===== src/rtl/cla_sat_pipe.sv =====
// Pipelined two-level carry-lookahead adder/subtractor with signed
// overflow/underflow detection, optional saturation, a valid/ready
// stream handshake and a sticky overflow event counter.
module cla_sat_pipe #(
    parameter int WIDTH       = 8,
    parameter int PIPE_STAGES = 2
) (
    input  logic             clk,
    input  logic             rst,
    input  logic             in_valid,
    output logic             in_ready,
    input  logic [WIDTH-1:0] a,
    input  logic [WIDTH-1:0] b,
    input  logic             sub,
    input  logic             sat,
    output logic             out_valid,
    input  logic             out_ready,
    output logic [WIDTH-1:0] sum,
    output logic             cout,
    output logic             ovf,
    output logic             uvf,
    output logic             sat_hit,
    input  logic             clr_count,
    output logic [15:0]      evt_count
);
    localparam int NG  = WIDTH / 4;
    localparam int MSB = WIDTH - 1;

    logic adv, accept, xfer;
    assign adv      = ~out_valid | out_ready;
    assign in_ready = adv & ~rst;
    assign accept   = in_valid & in_ready;
    assign xfer     = out_valid & out_ready;

    logic [WIDTH-1:0] f_be, f_p, f_g;
    logic [NG-1:0]    f_gp, f_gg, f_gc;
    assign f_be = sub ? ~b : b;
    assign f_p  = a ^ f_be;
    assign f_g  = a & f_be;

    // Group propagate/generate for each 4-bit slice
    always_comb begin
        f_gp = '0;
        f_gg = '0;
        for (int k = 0; k < NG; k++) begin
            f_gp[k] = &f_p[4*k +: 4];
            f_gg[k] = f_g[4*k+3]
                    | (f_p[4*k+3] & f_g[4*k+2])
                    | (&f_p[4*k+2 +: 2] & f_g[4*k+1])
                    | (&f_p[4*k+1 +: 3] & f_g[4*k]);
        end
    end

    // Second-level lookahead: every group carry-in is a flat sum of products
    always_comb begin
        logic c, t;
        f_gc = '0;
        c    = 1'b0;
        t    = 1'b0;
        for (int k = 0; k < NG; k++) begin
            c = sub;
            for (int m = 0; m < k; m++) c = c & f_gp[m];
            for (int j = 0; j < k; j++) begin
                t = f_gg[j];
                for (int m = j + 1; m < k; m++) t = t & f_gp[m];
                c = c | t;
            end
            f_gc[k] = c;
        end
    end

    logic             s1_v, s1_sat;
    logic [WIDTH-1:0] s1_a, s1_be;
    logic [NG-1:0]    s1_gp, s1_gg, s1_gc;

    generate
        if (PIPE_STAGES == 2) begin : g_s1_reg
            // Stage 1: capture operands and lookahead terms of accepted beats
            always_ff @(posedge clk) begin
                if (rst) begin
                    s1_v   <= 1'b0;
                    s1_sat <= 1'b0;
                    s1_a   <= '0;
                    s1_be  <= '0;
                    s1_gp  <= '0;
                    s1_gg  <= '0;
                    s1_gc  <= '0;
                end else if (adv) begin
                    s1_v <= accept;
                    if (accept) begin
                        s1_sat <= sat;
                        s1_a   <= a;
                        s1_be  <= f_be;
                        s1_gp  <= f_gp;
                        s1_gg  <= f_gg;
                        s1_gc  <= f_gc;
                    end
                end
            end
        end else begin : g_s1_comb
            assign s1_v   = accept;
            assign s1_sat = sat;
            assign s1_a   = a;
            assign s1_be  = f_be;
            assign s1_gp  = f_gp;
            assign s1_gg  = f_gg;
            assign s1_gc  = f_gc;
        end
    endgenerate

    logic [WIDTH-1:0] b_p, b_g, b_raw, b_sum;
    logic             b_cout, b_ovf, b_uvf, b_sat_hit;
    assign b_p = s1_a ^ s1_be;
    assign b_g = s1_a & s1_be;

    // In-group lookahead from each group carry-in, plus carry out of the last group
    always_comb begin
        logic c, t;
        b_raw  = '0;
        b_cout = 1'b0;
        c      = 1'b0;
        t      = 1'b0;
        for (int k = 0; k < NG; k++) begin
            for (int i = 0; i < 4; i++) begin
                c = s1_gc[k];
                for (int m = 0; m < i; m++) c = c & b_p[4*k+m];
                for (int j = 0; j < i; j++) begin
                    t = b_g[4*k+j];
                    for (int m = j + 1; m < i; m++) t = t & b_p[4*k+m];
                    c = c | t;
                end
                b_raw[4*k+i] = b_p[4*k+i] ^ c;
            end
        end
        c = s1_gc[0];
        for (int m = 0; m < NG; m++) c = c & s1_gp[m];
        for (int j = 0; j < NG; j++) begin
            t = s1_gg[j];
            for (int m = j + 1; m < NG; m++) t = t & s1_gp[m];
            c = c | t;
        end
        b_cout = c;
    end

    assign b_ovf     = ~s1_a[MSB] & ~s1_be[MSB] & b_raw[MSB];
    assign b_uvf     = s1_a[MSB] & s1_be[MSB] & ~b_raw[MSB];
    assign b_sat_hit = s1_sat & (b_ovf | b_uvf);

    // Clamp to the signed extreme on overflow when saturation is requested
    always_comb begin
        b_sum = b_raw;
        if (s1_sat & b_ovf)      b_sum = {1'b0, {(WIDTH-1){1'b1}}};
        else if (s1_sat & b_uvf) b_sum = {1'b1, {(WIDTH-1){1'b0}}};
    end

    // Output register: takes the next beat on advance, holds while stalled
    always_ff @(posedge clk) begin
        if (rst) begin
            out_valid <= 1'b0;
            sum       <= '0;
            cout      <= 1'b0;
            ovf       <= 1'b0;
            uvf       <= 1'b0;
            sat_hit   <= 1'b0;
        end else if (adv) begin
            out_valid <= s1_v;
            if (s1_v) begin
                sum     <= b_sum;
                cout    <= b_cout;
                ovf     <= b_ovf;
                uvf     <= b_uvf;
                sat_hit <= b_sat_hit;
            end
        end
    end

    // Event counter: clear beats increment, holds at full scale
    always_ff @(posedge clk) begin
        if (rst) begin
            evt_count <= '0;
        end else if (clr_count) begin
            evt_count <= '0;
        end else if (xfer && (ovf || uvf) && (evt_count != 16'hFFFF)) begin
            evt_count <= evt_count + 16'd1;
        end
    end

endmodule


===== config.mk =====
export PLATFORM = sky130hd
export DESIGN_NAME = cla_sat_pipe
export DESIGN_NICKNAME = d
export VERILOG_FILES = /design/src/rtl/cla_sat_pipe.sv
export SDC_FILE = /design/constraint.sdc
export NUM_CORES = 1
export LEC_CHECK = 0
export ABC_AREA = 1
export BUFFER_PORTS_ARGS = -buffer_cell sky130_fd_sc_hd__buf_2
export CELL_PAD_IN_SITES_DETAIL_PLACEMENT = 1
export CELL_PAD_IN_SITES_GLOBAL_PLACEMENT = 1
export CORE_MARGIN = 3
export CORE_UTILIZATION = 41
export CTS_BUF_LIST = sky130_fd_sc_hd__clkbuf_8
export CTS_CLUSTER_SIZE = 40
export DETAILED_ROUTE_END_ITERATION = 7
export GPL_ROUTABILITY_DRIVEN = 0
export PLACE_DENSITY = 0.9
export SLEW_MARGIN = 20
export SYNTH_ARGS = -nofsm -noshare
export SYNTH_HDL_FRONTEND = slang
export SYNTH_SLANG_ARGS = --single-unit
export TNS_END_PERCENT = 30

===== constraint.sdc =====
create_clock -name clk -period 2 [get_ports clk]
set_clock_uncertainty 0.15 [all_clocks]
set_input_delay 0.4 -clock clk [delete_from_list [all_inputs] [get_ports clk]]
set_output_delay 0.4 -clock clk [all_outputs]
set_load 0.02 [all_outputs]

After elaboration in Yosys (flattened, before gate mapping)

Index checks and enable logic that the tools add are counted.

Bits in registers: 53
Latch bits: 0
Memory bits (writable): 0
Memory bits (read-only): 0
Bits of input ports: 23
Output and inout bits: 30
Word-level logic and storage cells: 104
Memories kept: 0

$add $sub $neg: 1
Multiply operators: 0
Divide/modulo/power cells: 0
Order comparisons: 0
Equality and inequality tests: 1
Shift operators: 0
Mux-type cells: 3
Bitwise operators: 73
Reductions and logical operators: 12

Operators by type and width:

| kind                  | count |
|---|---|
| $and 1x1->1           | 32 |
| $mux 8                | 3 |
| $or 1x1->1            | 23 |
| $add 16x1->16 const B | 1 |
| $ne 16x16->1 const B  | 1 |
| $xor 8x8->8           | 2 |
| $and 8x8->8           | 1 |
| $not 8->8             | 1 |
| $reduce_and 2->1      | 4 |
| $reduce_and 4->1      | 2 |
| $xor 1x1->1           | 8 |
| $and 7x7->7           | 1 |
| $reduce_and 3->1      | 2 |
| $not 1->1             | 5 |
| $logic_and 1x1->1     | 2 |
| $reduce_or 2->1       | 1 |
| $logic_or 1x1->1      | 1 |

Depth between registers and ports, before layout

Depth after elaboration: 13
Depth in mapped cells: 13
Depth with buffers taken out: 13

Least setup slack after synthesis

Ideal clock, no wire load.

Kind: flip-flop to flip-flop
From: register s1_a[4]
To: register sum[3]
Setup time: 0.119 ns
Data arrival time: 1.493 ns
Data required time: 1.731 ns
Path slack: 0.237 ns
Cell stages (with the launch flop): 11
Path buffers: 0
Period minus slack after synthesis: 1.763 ns
Path through: dfxtp_1 ha_1 ha_1 nand2_1 nand3_1 nand2_1 nand3_1 nand2_1 nand3_1 nand2_1 a21oi_1

Longest elaborated chain between the ends: 13
Elaborated cells on any way between the ends: 18
Those cells by class: mux (2); bitwise (16)

RTL lines:

| element                    | line | RTL |
|---|---|---|
| start, declared            | 73   | `logic [WIDTH-1:0] s1_a, s1_be;` |
| start signal, assigned     | 83   | `s1_a <= '0;` |
| start signal, assigned     | 92   | `s1_a <= a;` |
| $xor 8x8->8                | 113  | `assign b_p = s1_a ^ s1_be;` |
| $and 1x1->1 (3 in series)  | 126  | `for (int m = 0; m < i; m++) c = c & b_p[4*k+m];` |
| $or 1x1->1 * (3 in series) | 130  | `c = c \| t;` |
| $xor 1x1->1 *              | 132  | `b_raw[4*k+i] = b_p[4*k+i] ^ c;` |
| $not 1->1                  | 146  | `assign b_uvf = s1_a[MSB] & s1_be[MSB] & ~b_raw[MSB];` |
| $and 1x1->1                | 146  |  |
| $and 1x1->1                | 153  | `else if (s1_sat & b_uvf) b_sum = {1'b1, {(WIDTH-1){1'b0}}};` |
| $mux 8                     | 153  |  |
| $mux 8 *                   | 152  | `if (s1_sat & b_ovf) b_sum = {1'b0, {(WIDTH-1){1'b1}}};` |
| end signal, assigned       | 168  | `sum <= b_sum;` |
| end, declared              | 18   | `output logic [WIDTH-1:0] sum,` |

Every way passes the cells marked *; elsewhere a longest branch is shown, timed or not.
A chain may end at the register's enable or synchronous reset.

Final worst setup path

From: register s1_be[4]
To: register sat_hit

Longest elaborated chain between the ends: 12
Elaborated cells on any way between the ends: 16
Those cells by class: bitwise (16)

RTL lines:

| element                    | line | RTL |
|---|---|---|
| start, declared            | 73   |  |
| start signal, assigned     | 84   | `s1_be <= '0;` |
| start signal, assigned     | 93   | `s1_be <= f_be;` |
| $xor 8x8->8                | 113  |  |
| $and 1x1->1 (3 in series)  | 126  |  |
| $or 1x1->1 * (3 in series) | 130  |  |
| $xor 1x1->1 *              | 132  |  |
| $not 1->1                  | 146  |  |
| $and 1x1->1                | 146  |  |
| $or 1x1->1 *               | 147  | `assign b_sat_hit = s1_sat & (b_ovf \| b_uvf);` |
| $and 1x1->1 *              | 147  |  |
| end signal, assigned       | 172  | `sat_hit <= b_sat_hit;` |
| end, declared              | 22   | `output logic sat_hit,` |

Marks and branches as above.

==> impl_metrics.csv <==
group,metric,value,unit
outcome,outcome,"completed",
place,hpwl,5970,µm
drt,topRoutingLayerUsed,"met4",
logic_synthesis,netlist_top_cells_area,"dfxtp_1 38%, nand2_1 13%, ha_1 8.5%",
worst_setup_path,crit_path_end_kind,"register",
logic_synthesis,async_flop_share,0,
place,dp_slack,-0.00579,ns
worst_setup_path,cpPeakStageDelay,0.36,ns
floorplan,start_util,0.432,
timing,timing.fmax,511,MHz
grt,grt_pass1_wl,13100,µm
floorplan,chipHeight,88.7,µm
worst_setup_path,crit_path_max_fanout,8,
drt,vias,2700,
floorplan,design.die.area,7870,µm²
logic_synthesis,synth_seq_area_share,0.378,
drt,dr_wl_met3,256,µm
clocking,cts_buffers,5,
grt,grt_usage,0.212,
drt,wirelength,7970,µm
timing,setup_viol,0,
cells_and_area,drive_gt1_frac,0.231,
logic_synthesis,synth_edf_count,0,
cells_and_area,areaGrowthSynthToFinish,20.3,%
logic_synthesis,synth_flop_cell,"dfxtp_1",
timing,finalHoldViolations,0,
drt,routed-wl-met2,4100,µm
floorplan,core_area,6490,µm²
worst_setup_path,arrival,2.02,ns
timing,fin_crit_sh,0.979,
logic_synthesis,ys.warnings.count,0,
floorplan,row_count,29,
logic_synthesis,yosysTopAreaCell,"dfxtp_1",
logic_synthesis,synth_most_common_cell,"nand2_1",
worst_setup_path,start_kind,"register",
clocking,cts_tree,"yes",
logic_synthesis,synth.distinct_cells,32,
timing,maxSlewHeadroom,0.632,
timing,holdWs,0.163,ns
grt,grt_overflow,0,
drt,drt_iter0_drc,109,
grt,grt_pass1_vias,2816,
floorplan,boundaryPins,53,
clocking,root_buffer,"clkbuf_8",
grt,grt_max_degree,24,
drt,drcViolationCount,0,
logic_synthesis,synth_cells,374,
floorplan,die_w,88.7,µm
flow_run,cap_violations,0,
timing,maxSlewViolCount,0,
pwr,powerDensity,654,nW/µm²
worst_setup_path,crit_chain,"ha_4 -> ha_2 -> nand2_1 -> nand3_1 -> nand2_2 -> nand3_2 -> nand2_2 -> nand3_2 -> nand2_2 -> inv_4 -> nand2_2 -> nand2_1 -> inv_1",
clocking,cts_sinks,53,
worst_setup_path,cpMostUsedCell,"nand2_2",
min_path,hold_path_class,"input pin to register",
worst_setup_path,cp.required,2.06,ns
logic_synthesis,ys_ff_latch,53,
clocking,insertion_delay,0.31,ns
drt,vias_per_cell,5.24,
place,port_buffers,52,
worst_setup_path,cp_slowest_cell,"dfxtp_2",
pwr,p_leak,0.00151,µW
timing,setup_ws,0.0429,ns
grt,antenna_found_initial,0,
timing,tightest_slew,0.550,ns
cells_and_area,nets,481,
pwr,vdd_drop_max,0.336,mV
cells_and_area,diodes,0,
clocking,htreeDepth,2,
logic_synthesis,synth.top_cell.area_share,0.378,
clocking,clock_path_buffers,2,
clocking,hold_buffers,0,
clocking,clk_pin_slew_worst_paths,0.09,ns
timing,period_needed,1.96,ns
cells_and_area,fillers,845,
drt,firstDrtPassIters,4,
logic_synthesis,synth_area,2800,µm²
drt,wl_met1,3480,µm
logic_synthesis,synth_common_cells,"94 x nand2_1, 53 x dfxtp_1, 37 x a21oi_1",
drt,ant_nets,0,
worst_setup_path,worstSetupPathType,"register to register",
logic_synthesis,avgSynthCellArea,7.50,µm²
logic_synthesis,syn_nets,418,
drt,wl_per_cell,15.5,µm
cell families after synthesis:
logic type,Yosys count,share of synthesized area
adders and majority gates,21,0.0991
AOI/OAI and AO/OA,67,0.124
and+or+nand+nor,165,0.260
DFF,53,0.378
xor gates and xnor gates,22,0.0687
buffers and inverters,46,0.0692
routing by layer:
layer  vias up  global-route usage
met3        11              0.0363
met4         0              0.0687
met2        54               0.393
li1       1344                   -
met5         -                   0
met1      1291               0.244
through the flow:
step	instances	utilization	TNS, ns	power, µW	instance area [µm²]
floorplan	374	-	0	1410	2800
global placement	501	0.487	0	1510	3170
detailed placement	501	0.487	-0.00579	1540	3170
CTS	509	0.504	0	2210	3270
global route	515	0.519	-0.360	2330	3370
finish	515	0.519	0	2210	3370
cell type report:
type                       instances  area (µm²)  area share
multi-input combinational        275        1600       0.475
timing repair buffer              67         373       0.111
tap                               77        96.3      0.0286
clock buffer                       7        96.3      0.0286
clock inverter                     1        5.00     0.00148
inverter                          35         134      0.0397
sequential                        53        1070       0.316
flip-flops by register name, indices dropped and copies added (netlist names):
name	count
s1_gg	2
s1_gp	2
s1_sat	1
s1_v	1
s1_gc	2
uvf	1
sum	8
sat_hit	1
out_valid	1
evt_count	16
cout	1
s1_be	8
ovf	1
s1_a	8
power breakdown:
group / internal [µW] / switching (µW) / total (µW)
logic: 149 / 242 / 391
clock network: 314 / 354 / 668
registers: 1110 / 39.4 / 1150
worst paths after layout:
kind | from | endpoint | slack [ns] | cells past startpoint
max | s1_be[4]$_SDFFE_PP0P_ | sat_hit$_SDFFE_PP0P_ | 0.04 | 13
min | a[5] | s1_a[5]$_SDFFE_PP0P_ | 0.16 | 3
max reg2reg | s1_be[4]$_SDFFE_PP0P_ | sat_hit$_SDFFE_PP0P_ | 0.04 | 13
min reg2reg | s1_gp[1]$_SDFFE_PP0P_ | s1_gp[1]$_SDFFE_PP0P_ | 0.32 | 1
layout by cell type, fill, tap and decap left out, types with 3 or more instances in the layout:
cell | synthesis | routed
nand2_1 | 94 | 89
buf_2 | 5 | 52
dfxtp_1 | 53 | 51
a21oi_1 | 37 | 37
inv_1 | 30 | 30
nand3_1 | 27 | 24
o21ai_0 | 22 | 22
xor2_1 | 20 | 20
nor2_1 | 21 | 20
ha_1 | 19 | 17
buf_4 | 2 | 15
nand2_2 | 2 | 7
nand4_1 | 7 | 7
clkbuf_8 | 0 | 7
nor3_1 | 5 | 5
nand3_2 | 1 | 3
nor3_2 | 3 | 3
nor2_2 | 2 | 3
a31oi_1 | 3 | 3
timing repair:
| item | 4_1_cts | 5_1_grt |
|---|---|---|
| gates resized for setup | 1 | 15 |
| endpoints found under the setup margin | 3 | 11 |
| buffers inserted | 0 | 6 |
| pin swaps | 0 | 2 |
critical path: cells and delay by family, from the launching register on:
kind | cells | cell delay [ns]
flip-flops | 1 | 0.36
adder cells (fa/ha/maj) | 2 | 0.44
AND/OR/NAND/NOR | 9 | 0.75
buffers and inverters | 2 | 0.17
(Power assumes the default switching activity.)
